## src/rtl/alu_pipe.sv

```systemverilog
// alu_pipe: two-stage valid/ready ALU with Z/N/C/V flags and HOLD replay.
// Define ALU_SAT_EN for signed saturation on ADD/SUB overflow.
module alu_pipe #(
  parameter  int WIDTH = 8,
  localparam int SHW   = $clog2(WIDTH)
) (
  input  logic             clk,
  input  logic             rst,
  input  logic             in_valid,
  output logic             in_ready,
  input  logic [2:0]       in_op,
  input  logic [WIDTH-1:0] in_a,
  input  logic [WIDTH-1:0] in_b,
  output logic             out_valid,
  input  logic             out_ready,
  output logic [WIDTH-1:0] out_result,
  output logic [3:0]       out_flags
);

  localparam int MSB = WIDTH - 1;

`ifdef ALU_SAT_EN
  localparam logic [WIDTH-1:0] SMAX =
    {1'b0, {(WIDTH-1){1'b1}}};
  localparam logic [WIDTH-1:0] SMIN =
    {1'b1, {(WIDTH-1){1'b0}}};
`endif

  typedef enum logic [2:0] {
    OP_ADD  = 3'd0,
    OP_SUB  = 3'd1,
    OP_AND  = 3'd2,
    OP_OR   = 3'd3,
    OP_XOR  = 3'd4,
    OP_SHL  = 3'd5,
    OP_SHR  = 3'd6,
    OP_HOLD = 3'd7
  } op_e;

  typedef struct packed {
    op_e              op;
    logic [WIDTH-1:0] a;
    logic [WIDTH-1:0] b;
  } s1_t;

  typedef struct packed {
    logic [WIDTH-1:0] result;
    logic [3:0]       flags;
  } res_t;

  logic s1_v;
  s1_t  s1_q;
  logic s2_v;
  res_t s2_q;
  res_t held_q;

  logic in_fire;
  logic s2_load;

  assign s2_load  = s1_v && (!s2_v || out_ready);
  assign in_ready = !s1_v || s2_load;
  assign in_fire  = in_valid && in_ready;

  logic [7:0]       dec;
  logic [WIDTH-1:0] a;
  logic [WIDTH-1:0] b;
  logic [SHW-1:0]   sh;
  logic [WIDTH:0]   sum;
  logic [WIDTH:0]   dif;
  logic [WIDTH:0]   shl_x;
  logic [WIDTH:0]   shr_x;

  assign dec   = 8'b1 << s1_q.op;
  assign a     = s1_q.a;
  assign b     = s1_q.b;
  assign sh    = s1_q.b[SHW-1:0];
  assign sum   = {1'b0, a} + {1'b0, b};
  assign dif   = {1'b0, a} - {1'b0, b};
  assign shl_x = {1'b0, a} << sh;
  assign shr_x = {a, 1'b0} >> sh;

  logic [WIDTH-1:0] r;
  logic             c;
  logic             v;
  res_t             alu_res;

  // Stage-2 datapath: result and flags of the op sitting in S1.
  always_comb begin
    r       = '0;
    c       = 1'b0;
    v       = 1'b0;
    alu_res = '0;
    unique case (1'b1)
      dec[OP_ADD]: begin
        r = sum[MSB:0];
        c = sum[WIDTH];
        v = (a[MSB] == b[MSB]) &&
            (r[MSB] != a[MSB]);
      end
      dec[OP_SUB]: begin
        r = dif[MSB:0];
        c = dif[WIDTH];
        v = (a[MSB] != b[MSB]) &&
            (r[MSB] != a[MSB]);
      end
      dec[OP_AND]: r = a & b;
      dec[OP_OR]:  r = a | b;
      dec[OP_XOR]: r = a ^ b;
      dec[OP_SHL]: begin
        r = shl_x[MSB:0];
        c = shl_x[WIDTH];
      end
      dec[OP_SHR]: begin
        r = shr_x[WIDTH:1];
        c = shr_x[0];
      end
      dec[OP_HOLD]: r = '0;
      default: r = '0;
    endcase
`ifdef ALU_SAT_EN
    if (v) begin
      r = a[MSB] ? SMIN : SMAX;
    end
`endif
    alu_res.result = r;
    alu_res.flags  = {v, c, r[MSB], r == '0};
    if (dec[OP_HOLD]) begin
      alu_res = held_q;
    end
  end

  // S1: capture accepted op, drain when S2 takes it.
  always_ff @(posedge clk or posedge rst) begin
    if (rst) begin
      s1_v <= 1'b0;
      s1_q <= '0;
    end else if (in_fire) begin
      s1_v    <= 1'b1;
      s1_q.op <= op_e'(in_op);
      s1_q.a  <= in_a;
      s1_q.b  <= in_b;
    end else if (s2_load) begin
      s1_v <= 1'b0;
    end
  end

  // S2: output register, held stable while stalled.
  always_ff @(posedge clk or posedge rst) begin
    if (rst) begin
      s2_v <= 1'b0;
      s2_q <= '0;
    end else if (s2_load) begin
      s2_v <= 1'b1;
      s2_q <= alu_res;
    end else if (out_ready) begin
      s2_v <= 1'b0;
    end
  end

  // Held copy of the last non-HOLD result, in program order.
  always_ff @(posedge clk or posedge rst) begin
    if (rst) begin
      held_q <= '0;
    end else if (s2_load && !dec[OP_HOLD]) begin
      held_q <= alu_res;
    end
  end

  assign out_valid  = s2_v;
  assign out_result = s2_q.result;
  assign out_flags  = s2_q.flags;

endmodule

```

## config.mk

```make
export PLATFORM = sky130hd
export DESIGN_NAME = alu_pipe
export DESIGN_NICKNAME = d
export VERILOG_FILES = /design/src/rtl/alu_pipe.sv
export SDC_FILE = /design/constraint.sdc
export NUM_CORES = 1
export LEC_CHECK = 0
export CELL_PAD_IN_SITES_DETAIL_PLACEMENT = 1
export CELL_PAD_IN_SITES_GLOBAL_PLACEMENT = 2
export CORE_MARGIN = 2
export CORE_UTILIZATION = 36
export CTS_CLUSTER_SIZE = 12
export DETAILED_ROUTE_END_ITERATION = 12
export PLACE_DENSITY_LB_ADDON = 0.15
export SYNTH_ARGS = -nofsm -noshare
export SYNTH_HDL_FRONTEND = slang
export SYNTH_SLANG_ARGS = --single-unit
```

## constraint.sdc

```tcl
create_clock -name clk -period 4.7 [get_ports clk]
set_input_delay 0.94 -clock clk [delete_from_list [all_inputs] [get_ports clk]]
set_output_delay 0.94 -clock clk [all_outputs]
set_load 0.01 [all_outputs]
```

==> flow_summary.ini <==
[power_and_ir_drop]
ir_worst_vdd_mv = 0.1330
pwr-share-comb = 0.495
swShare = 0.4228
internal_power_uw = 975.5
netSwitchingPower_uw = 714.5
seqPwrFrac = 0.351
clkPwrFrac = 0.154
power_mw = 1.690
power_density_nw_per_um2 = 403.3
p_leak_nw = 1.792

[final_layout]
area_growth_pct = 12.08
fill_cells = 1229
nNetsFinal = 480
postLayoutCellArea_um2 = 4190
post_route_cells_drive_above_1_share = 0.1323
n_antenna_cell = 0

[logic_synthesis]
ys_warn_count = 0
synth_cell_types = 72
synth.cell_area_um2 = 3739
synth-edff-count = 0
syn_avg_cell_area_um2 = 9.119
ys_seq_elements = 45
yosys-top-cells-count = 45 x dfrtp_1, 36 x nand2_1, 34 x nor2_1
synth_cells = 410
synth_most_common_cell = dfrtp_1
synthFlopType = dfrtp_1
synth.area.top_cells = dfrtp_1 30%, ha_1 8.4%, mux2_2 6.6%, a21oi_1 3.7%, nand2_1 3.6%
async_flop_share = 1.000
syn-num-nets = 460
synth_top_cell_by_area = dfrtp_1
synth_top_area_share = 0.3012
yosysSeqAreaShare = 0.3012

[critical_path]
critPathLaunchType = flop
r2r_cells = 9
reg2reg_from = b[0]
path_max_fanout = 9
cp.arrival_ns = 3.73
worst-path-buf-inv = 0
r2r_end = held_q[0]
crit_chain = ha_1 -> fa_1 -> mux2_2 -> mux4_1 -> a211oi_2 -> or3b_1 -> a2111oi_2 -> nand4b_1 -> o31ai_1
critPathRequiredTime_ns = 4.92
critPathSlowestCell = dfrtp_1
crit_path_end_kind = flop
crit_family = multiplexers
worstSetupPathType = reg -> reg
rrSetupSlack_ns = 1.19
critical_path.max_stage_delay_ns = 0.53

[global_route]
grt_max_degree = 46
grt_pass1_wl_mm = 18.29
overflow = 0
grt_pass1_vias = 3297
track_usage = 0.2103
grt_antenna_before_repair = 0

[sta]
worst_slew_pin_slew_ns = 0.9857
report.final.hold_viol_count = 0
fin_skew_ns = 0.005305
relSlewSlack = 0.3419
setup_viol = 0
tns_ns = 0
finalMaxSlewViolations = 0
finalWorstPathRequiredPeriod_ns = 3.510
rsz0062_at_grt = false
finalCritPeriodShare = 0.7469
fmax_ghz = 0.2849

[placement]
port_buffers = 36
hpwl_mm = 8.199
place_area_um2 = 4100
gp_congestion = 0.9420

[routing]
drc_errors = 0
ant_nets = 0
wl_per_cell_um = 19.29
avgViaCountPerCell = 5.494
wl_mm = 10.94
drt_iter0_markers = 200
dr.pass1.iters = 4
vias = 3115

[clock_network]
post_cts_buffers = 0
ctsHoldBuffers = 0
clock_sinks = 45
clk_latency_ns = 0.31
htree_levels = 2
cts_resized = 0
clk_pin_slew_ns = 0.09
cts_buffers = 5
clockBufferDepth = 2
cts-root-buf = clkbuf_8
cts_tree = yes

[floorplanning]
chipHeight_um = 105.9
dieArea_um2 = 11220
core_area_um2 = 10180
std_cell_rows = 37
initial_utilization = 0.3671
die_x_um = 105.9
ios = 37

[outcome]
status = finished clean

[hold_path]
min-delay-start = out_result[1]
hold_class = reg -> reg
holdPathStages = 2
whs_endpoint = out_result[1]

[job]
cap_violations = 0
==> tightest hold or removal path, delay by kind of cell, from the launching register on <==
family / cells / cell delay, ns
AO/OA/AOI/OAI: 1 / 0.05
flip-flops: 1 / 0.35
AND/OR/NAND/NOR: 1 / 0.05
==> metrics by stage <==
stage,worst slack [ns],util,std cells,hold WS (ns)
finish,1.190,0.4114,567,0.4873
global route,0.9277,0.4114,567,0.5199
CTS,1.164,0.4114,567,0.4964
detailed placement,1.202,0.4026,559,0.4730
global placement,1.279,0.4026,559,0.4563
floorplan,1.256,-,410,0.4403
==> layer usage <==
layer / vias to the layer above / wire (um) / track usage
li1: 1517 / - / -
met1: 1536 / 5156 / 0.2964
met2: 50 / 5197 / 0.3424
met3: 12 / 396 / 0.02330
met4: 0 / 187 / 0.05827
met5: - / 0 / 0
==> logic make-up (layout without fill, tap and decap cells) <==
logic type               count (synthesis)  count (layout)  synth area share
AO/OA/AOI/OAI                          110             110            0.2005
XOR/XNOR                                 5               5           0.01171
adder cells (fa/ha/maj)                 27              27           0.09438
buffers and inverters                   51              72           0.07631
flip-flops                              45              45            0.3012
multiplexers                            42              42            0.1372
AND/OR/NAND/NOR                        130             130            0.1787
==> state kept, by name, summed over array words and instances, names as in the netlist <==
name / flops
out_valid: 1
s1_v: 1
out_flags: 4
a: 8
held_q: 12
b: 8
out_result: 8
s1_q: 3
==> power by group through the flow <==
stage          combinational, mW  sequential (mW)  clock [mW]
2_1_floorplan              0.598            0.569           0
3_3_place_gp               0.832            0.597           0
3_5_place_dp               0.838            0.604           0
4_1_cts                    0.843            0.596       0.277
5_1_grt                    0.931            0.615       0.290
6_report                   0.836            0.593       0.261
==> final cells by class <==
type	count	area, um2	area share
Clock inverter	3	21.27	0.005076
Multi-Input combinational cell	314	2327	0.5554
Sequential cell	45	1126	0.2687
Inverter	25	93.84	0.02239
Tap cell	136	170.2	0.04061
Timing Repair Buffer	39	382.9	0.09137
Clock buffer	5	68.82	0.01642
==> worst max-delay path by stage <==
stage,endpoint,from,depth (start not counted)
finish,held_q[0],b[0],9
CTS,held_q[0],b[0],9
global route,held_q[0],b[0],9
floorplan,held_q[0],b[1],12
global placement,out_flags[0],b[0],9
detailed placement,held_q[0],b[0],9
==> cells in the final DEF, fill, tap and decap left out, drive strengths merged, types with 5 or more instances in the layout <==
master / count
mux2: 25
o21ai: 24
clkbuf: 5
mux2i: 13
nand2: 36
inv: 24
ha: 25
nor2b: 6
nand2b: 9
a21oi: 28
nor3: 8
a211oi: 6
dfrtp: 45
xnor2: 5
nor2: 34
clkdlybuf4s50: 36
a31oi: 6
Note: power is estimated with default switching activity, not from simulation.
